`src/rtl/bakraid_pal_arb.sv`:
```
// Palette RAM arbiter: video lookups, CPU port and clear engine share one
// pipelined single-port RAM. One issue per cycle, results return two edges later.
module bakraid_pal_arb #(
    parameter int              AW      = 11,
    parameter int              DW      = 16,
    parameter logic [DW-1:0]   CLR_VAL = '0
) (
    input  logic          CLK96,
    input  logic          RESET96_N,
    input  logic          PIXEL_CEN,
    input  logic [AW-1:0] PIXEL,
    output logic [DW-1:0] VID_DATA,
    output logic          VID_VALID,
    input  logic          CPU_REQ,
    input  logic          CPU_WE,
    input  logic [AW-1:0] CPU_ADDR,
    input  logic [DW-1:0] CPU_DIN,
    output logic [DW-1:0] CPU_DOUT,
    output logic          CPU_ACK,
    input  logic          CLR_START,
    output logic          CLR_BUSY,
    output logic [AW-1:0] RAM_ADDR,
    output logic [DW-1:0] RAM_DIN,
    output logic          RAM_WE,
    input  logic [DW-1:0] RAM_DOUT
);

    // Both CPU tags share bit 1 so the completion check is a single bit.
    localparam logic [1:0] TAG_NONE = 2'd0;
    localparam logic [1:0] TAG_VID  = 2'd1;
    localparam logic [1:0] TAG_CRD  = 2'd2;
    localparam logic [1:0] TAG_CWR  = 2'd3;

    logic [AW-1:0]   ram_addr_q, ram_addr_d;
    logic [DW-1:0]   ram_din_q,  ram_din_d;
    logic            ram_we_q,   ram_we_d;
    logic [2:1][1:0] tag_q;
    logic [1:0]      tag_d;
    logic            cpu_infl_q, cpu_infl_d;
    logic            clr_busy_q, clr_busy_d;
    logic [AW-1:0]   clr_cnt_q,  clr_cnt_d;
    logic [DW-1:0]   vid_data_q, vid_data_d;
    logic            vid_vld_q,  vid_vld_d;
    logic [DW-1:0]   cpu_dout_q, cpu_dout_d;
    logic            cpu_ack_q,  cpu_ack_d;

    logic sel_cpu, sel_clr;

    assign sel_cpu = !PIXEL_CEN && CPU_REQ && !cpu_infl_q;
    assign sel_clr = !PIXEL_CEN && !sel_cpu && clr_busy_q;

    always_comb begin
        ram_addr_d = ram_addr_q;
        ram_din_d  = ram_din_q;
        ram_we_d   = 1'b0;
        tag_d      = TAG_NONE;
        if (PIXEL_CEN) begin
            ram_addr_d = PIXEL;
            tag_d      = TAG_VID;
        end else if (sel_cpu) begin
            ram_addr_d = CPU_ADDR;
            ram_din_d  = CPU_DIN;
            ram_we_d   = CPU_WE;
            tag_d      = CPU_WE ? TAG_CWR : TAG_CRD;
        end else if (sel_clr) begin
            ram_addr_d = clr_cnt_q;
            ram_din_d  = CLR_VAL;
            ram_we_d   = 1'b1;
        end
    end

    // A start pulse always wins, even against the final clear issue.
    always_comb begin
        clr_busy_d = clr_busy_q;
        clr_cnt_d  = clr_cnt_q;
        if (CLR_START) begin
            clr_busy_d = 1'b1;
            clr_cnt_d  = '0;
        end else if (sel_clr) begin
            clr_cnt_d = clr_cnt_q + 1'b1;
            if (clr_cnt_q == '1) clr_busy_d = 1'b0;
        end
    end

    always_comb begin
        vid_vld_d  = (tag_q[2] == TAG_VID);
        vid_data_d = vid_vld_d ? RAM_DOUT : vid_data_q;
        cpu_ack_d  = tag_q[2][1];
        cpu_dout_d = (tag_q[2] == TAG_CRD) ? RAM_DOUT : cpu_dout_q;
        cpu_infl_d = cpu_infl_q;
        if (cpu_ack_d) cpu_infl_d = 1'b0;
        if (sel_cpu)   cpu_infl_d = 1'b1;
    end

    always_ff @(posedge CLK96 or negedge RESET96_N) begin
        if (!RESET96_N) begin
            ram_addr_q <= '0;
            ram_din_q  <= '0;
            ram_we_q   <= 1'b0;
            tag_q      <= '0;
            cpu_infl_q <= 1'b0;
            clr_busy_q <= 1'b0;
            clr_cnt_q  <= '0;
            vid_data_q <= '0;
            vid_vld_q  <= 1'b0;
            cpu_dout_q <= '0;
            cpu_ack_q  <= 1'b0;
        end else begin
            ram_addr_q <= ram_addr_d;
            ram_din_q  <= ram_din_d;
            ram_we_q   <= ram_we_d;
            tag_q      <= {tag_q[1], tag_d};
            cpu_infl_q <= cpu_infl_d;
            clr_busy_q <= clr_busy_d;
            clr_cnt_q  <= clr_cnt_d;
            vid_data_q <= vid_data_d;
            vid_vld_q  <= vid_vld_d;
            cpu_dout_q <= cpu_dout_d;
            cpu_ack_q  <= cpu_ack_d;
        end
    end

    assign RAM_ADDR  = ram_addr_q;
    assign RAM_DIN   = ram_din_q;
    assign RAM_WE    = ram_we_q;
    assign VID_DATA  = vid_data_q;
    assign VID_VALID = vid_vld_q;
    assign CPU_DOUT  = cpu_dout_q;
    assign CPU_ACK   = cpu_ack_q;
    assign CLR_BUSY  = clr_busy_q;

endmodule

```
`config.mk`:
```
export PLATFORM = sky130hd
export DESIGN_NAME = bakraid_pal_arb
export DESIGN_NICKNAME = d
export VERILOG_FILES = /design/src/rtl/bakraid_pal_arb.sv
export SDC_FILE = /design/constraint.sdc
export NUM_CORES = 1
export LEC_CHECK = 0
export CORE_MARGIN = 8
export CORE_UTILIZATION = 50
export CTS_CLUSTER_DIAMETER = 150
export DETAILED_ROUTE_END_ITERATION = 10
export DONT_BUFFER_PORTS = 1
export PLACE_DENSITY = 0.74
export SETUP_SLACK_MARGIN = 0.05
export SLEW_MARGIN = 20
export SYNTH_ARGS = -nofsm -noshare
export SYNTH_HDL_FRONTEND = slang
export SYNTH_SLANG_ARGS = --single-unit
```
`constraint.sdc`:
```
create_clock -name CLK96 -period 1.65 [get_ports CLK96]
set_input_delay 0.165 -clock CLK96 [delete_from_list [all_inputs] [get_ports CLK96]]
set_output_delay 0.165 -clock CLK96 [all_outputs]
set_load 0.01 [all_outputs]
```
[Word level (Yosys, flattened, before mapping)]
Index checks and enable logic that the tools add are counted.
Word-level totals
  bits in registers: 79
  input port bits: 60
  output and inout port bits: 63
  word-level logic and storage cells: 49
Cells by class
  add/sub/neg operators: 1
  equality and inequality tests: 3
  muxes and demuxes: 18
  bitwise gates (word level): 1
  reduce and logical (&&, ||, !) cells: 14
Operators with widths (number)
  11-bit two-way mux: 5
  16-bit two-way mux: 2
  11-bit by 1-bit adder with 11-bit output, second input constant: 1
  11-bit equality test, second input constant: 1
  1-bit two-way mux: 9
  2-bit nonzero test: 4
  1-bit logical AND: 4
  2-bit two-way mux: 2
  2-bit AND reduction: 2
  1-bit logical NOT: 3
  3-bit nonzero test: 1
  2-bit by 1-bit equality test with 1-bit output, second input constant: 1
  2-bit equality test, second input constant: 1
  1-bit inverter: 1

[Depth between registers and ports, before layout]
  word-level depth: 9
  depth in mapped cells: 6
  gate-level depth less buffers: 5

[Least setup slack after synthesis]
OpenSTA, ideal clock, no wires.
  path kind: reg2reg
  start point: register clr_busy_q (netlist: CLR_BUSY)
  end point: register clr_cnt_q[9]
  library setup time: 0.078 ns
  arrival: 1.582 ns
  required time: 1.572 ns
  slack: -0.010 ns
  cell stages (with the launch flop): 5
  path buffers: 0
  clock period less this slack: 1.660 ns
  path through: dfrtp_1 nand2b_1 or3_4 or4_1 a21oi_1
On the way
  longest elaborated chain between the ends: 2
RTL lines
  from (decl): RTL line 40  | logic clr_busy_q, clr_busy_d;
  from (signal assigned): RTL line 114  | clr_busy_q <= clr_busy_d;
  1-bit logical AND: RTL line 50  | assign sel_clr = !PIXEL_CEN && !sel_cpu && clr_busy_q;
  2-bit nonzero test (no source line)
  to (signal assigned): RTL line 115  | clr_cnt_q <= clr_cnt_d;
  to (decl): RTL line 41  | logic [AW-1:0] clr_cnt_q, clr_cnt_d;
Every way passes these cells.
A chain may end at the register's enable or synchronous reset.

[Worst setup path after layout]
  start point: register clr_cnt_q[0]
  end point: register clr_cnt_q[8]
On the way
  longest elaborated chain between the ends: 3
RTL lines
  11-bit by 1-bit adder with 11-bit output: RTL line 80  | clr_cnt_d = clr_cnt_q + 1'b1;
  11-bit two-way mux: RTL line 79  | end else if (sel_clr) begin
  11-bit two-way mux: RTL line 76  | if (CLR_START) begin
Every way passes these cells. The select of a mux whose other input is x is not followed.

==> key figures <==
Logic synthesis
  • Yosys reg bits: 79
  • Cell variety after synth: 27
  • Register area share after synthesis: 0.616
  • Syn. warnings: 0
  • Syn_area_per_cell: between 10 and 15 um2
  • Syn nets: ~340
  • Cell area after synthesis: 0.00321 mm2
  • Mapped Cells: 278

Floorplan
  • DIE AREA: 0.00924 mm2
  • Die W: slightly below 100 um
  • DIE HEIGHT: 96.1 um
  • Starting Density: 0.512
  • Row cnt: 29
  • Core area: 0.00628 mm2
  • I/O pins: 123

Clock tree
  • Worst-path clk slew: 0.09 ns
  • Max Buffers Root-to-Sink: 2
  • Clock sinks: 79
  • Post-CTS Hold Fix Bufs: 46
  • H-tree levels: 3
  • Root buf cell: clkbuf_8
  • CTS tree: done
  • Num CTS Buffers: 9
  • Worst-Skew Late Latency: 0.34 ns

Route
  • Vias per Instance: 5.65
  • First DRT Iteration DRCs: 124
  • Final wirelength: 8240 um
  • Routed length per instance: a little under 20 um
  • Initial DRT Pass Iterations: 4
  • DRC: 0
  • Via count: 2368
  • Detail Route Antenna Nets: 0

Final layout
  • Footprint of the multi-input gates: 0.00122 mm2
  • Most common cell after layout, fill and taps aside: dfrtp_1
  • Layout Nets: 397
  • Design Area, Final: 0.00411 mm2
  • Share of layout cells above drive strength 1: 0.232
  • Seq. cell area: 0.00198 mm2
  • Final core occ: 0.655
  • Fillcell total: ~470
  • Area growth syn-to-layout: 28.0%
  • Post-Layout Cell Count: 419
  • Most frequent cells in the layout: dfrtp_1, nand2_1, dlygate4sd3_1

Worst setup path
  • Depth of the most critical reg-to-reg path: 5
  • Worst reg2reg setup slack: -0.05 ns
  • CP top delay family: simple AND/OR/NAND/NOR gates
  • Delay of the slowest cell on the worst path: around 0.46 ns
  • Data arrival, critical path: 1.97 ns
  • Slowest cell on crit path: or4_4
  • CP cell instances: ha_2 > nand3_2 > or4_4 > or3_1 > a21oi_1
  • Critical path buffer and inverter count: 0
  • Startpoint Class: flip-flop
  • Critical Path End Type: flip-flop
  • Data required time of the critical path: between 1.5 and 2 ns
  • Crit Reg-Reg Startpoint: clr_cnt_q[0]
  • Crit-path max FO: 4
  • Critical path class: reg -> reg
  • Endpoint of the worst register-to-register path: clr_cnt_q[8]

Global routing
  • Global-route wire length before repair: about 12000 um
  • Largest net degree at the start of global routing: 80
  • Vias in the first global route: between 2000 and 2500
  • Tot GR Track Use: 0.176
  • GRT overflow: 0
  • Antenna violations before repair: 0

Placed design
  • DP Cell Count: 353
  • RD Place Congestion: 0.818
  • Port Buffers: 0
  • Placed Area: 0.00338 mm2
  • Hpwl dp: 5430 um

STA
  • Min cycle time layout: 1.70 ns
  • Final Skew: 0.0107 ns
  • Max Fclk: 587 MHz
  • Slew @ Worst Pin: between 0.6 and 0.7 ns
  • Final Max Slew Viols: 0
  • Final Setup Violations: 3
  • Final WS setup: -0.0541 ns
  • Max-slew headroom: 0.545
  • Hold slack: -0.497 ns
  • Setup TNS Final: -0.0890 ns
  • Fin. Hold Viols: 90
  • Period utilization: 1.03
  • RSZ-0062 raised after global routing: yes

Outcome
  • Failing checks: hold timing, setup timing
  • Status: complete, but fails checks

Flow run
  • Max Cap Violations: 0

Power and ir drop
  • Leak: 1.73 nW
  • Pwr dens: approximately 1300 mW/mm2
  • Pwr Total: approximately 5.2 mW
  • VDD IR-drop max: roughly 0.8 mV

Worst hold path
  • Hold Path Class: in -> async
==> metrics by stage <==
stage          hold slack, ns  setup WS, ns
6_report               -0.497       -0.0541
5_1_grt                -0.518        -0.109
4_1_cts                -0.513       -0.0101
3_5_place_dp           -0.129       -0.0302
3_3_place_gp           -0.129       0.00397
2_1_floorplan          -0.131        0.0399
==> worst max-delay path by stage <==
stage | startpoint | slack (ns) | end | cells past startpoint
CTS | cpu_infl_q | -0.01 | clr_cnt_q[9] | 5
finish | clr_cnt_q[0] | -0.05 | clr_cnt_q[8] | 5
floorplan | CLR_BUSY | 0.04 | clr_cnt_q[9] | 4
detailed placement | CLR_BUSY | -0.03 | RAM_ADDR[0] | 2
global placement | cpu_infl_q | 0.004 | clr_cnt_q[9] | 5
global route | clr_cnt_q[1] | -0.11 | clr_cnt_q[8] | 5
==> power by group <==
group / total, mW / internal [mW] / switching (mW) / leakage, nW
Clock: 1.43 / 0.741 / 0.687 / 0.0997
Sequential: 2.88 / 2.37 / 0.515 / 0.989
Combinational: 0.881 / 0.521 / 0.360 / 0.642
==> metal layers <==
metal / vias to the layer above / GRT usage / share of wire
met1: 1168 / 0.198 / 0.37
met2: 92 / 0.297 / 0.52
li1: 1092 / - / -
met3: 16 / 0.0484 / 0.088
met4: 0 / 0.0973 / 0.021
met5: - / 0 / 0
==> final cells by class <==
type | count | share of cell area
timing repair buffer | 65 | 0.149
inverter | 1 | 0.000913
tap | 77 | 0.0234
clock inverter | 5 | 0.0137
clock buffer | 11 | 0.0344
sequential | 79 | 0.481
antenna | 1 | 0.000609
multi-input combinational | 180 | 0.296
==> kinds of logic after synthesis <==
| logic type | share of synthesized area |
|---|---|
| AND/OR/NAND/NOR | 0.129 |
| flip-flops | 0.616 |
| AO/OA/AOI/OAI | 0.0978 |
| multiplexers | 0.112 |
| buffers and inverters | 0.0222 |
| XOR/XNOR | 0.0191 |
| adder cells (fa/ha/maj) | 0.00389 |
==> timing repair <==
| action | CTS | global route |
|---|---|---|
| endpoints found under the hold margin | 153 | 90 |
| pin swaps | 1 | 4 |
| endpoints found under the setup margin | 20 | 22 |
| buffers inserted | 1 | 2 |
| gates resized for setup | 3 | 9 |
==> synth_stat cells (all sizes together) <==
cell type	number	area, um2
or4	2	15.0
mux2	32	360
nand2	46	173
nor2	10	37.5
o21ai	19	95.1
nor2b	2	12.5
ha	1	12.5
nor4	3	18.8
or3	3	23.8
a221o	11	110
nand3	15	75.1
o31ai	1	7.51
xor2	1	8.76
inv	1	3.75
xnor2	6	52.6
nand4	2	12.5
buf	5	18.8
nor3b	2	15.0
clkbuf	13	48.8
nand2b	3	18.8
dfrtp	79	1980
o22ai	1	6.26
nor4b	1	8.76
a21o	2	15.0
nor3	1	5.00
a21oi	16	80.1
==> sequential cells by signal, summed over array words and instances (netlist names) <==
| name | flops |
|---|---|
| CPU_ACK | 1 |
| tag_q | 3 |
| cpu_ack_d | 1 |
| VID_DATA | 16 |
| RAM_ADDR | 11 |
| CLR_BUSY | 1 |
| CPU_DOUT | 16 |
| clr_cnt_q | 11 |
| VID_VALID | 1 |
| RAM_DIN | 16 |
| cpu_infl_q | 1 |
| RAM_WE | 1 |
No activity file was read; power rests on OpenSTA's default activity.
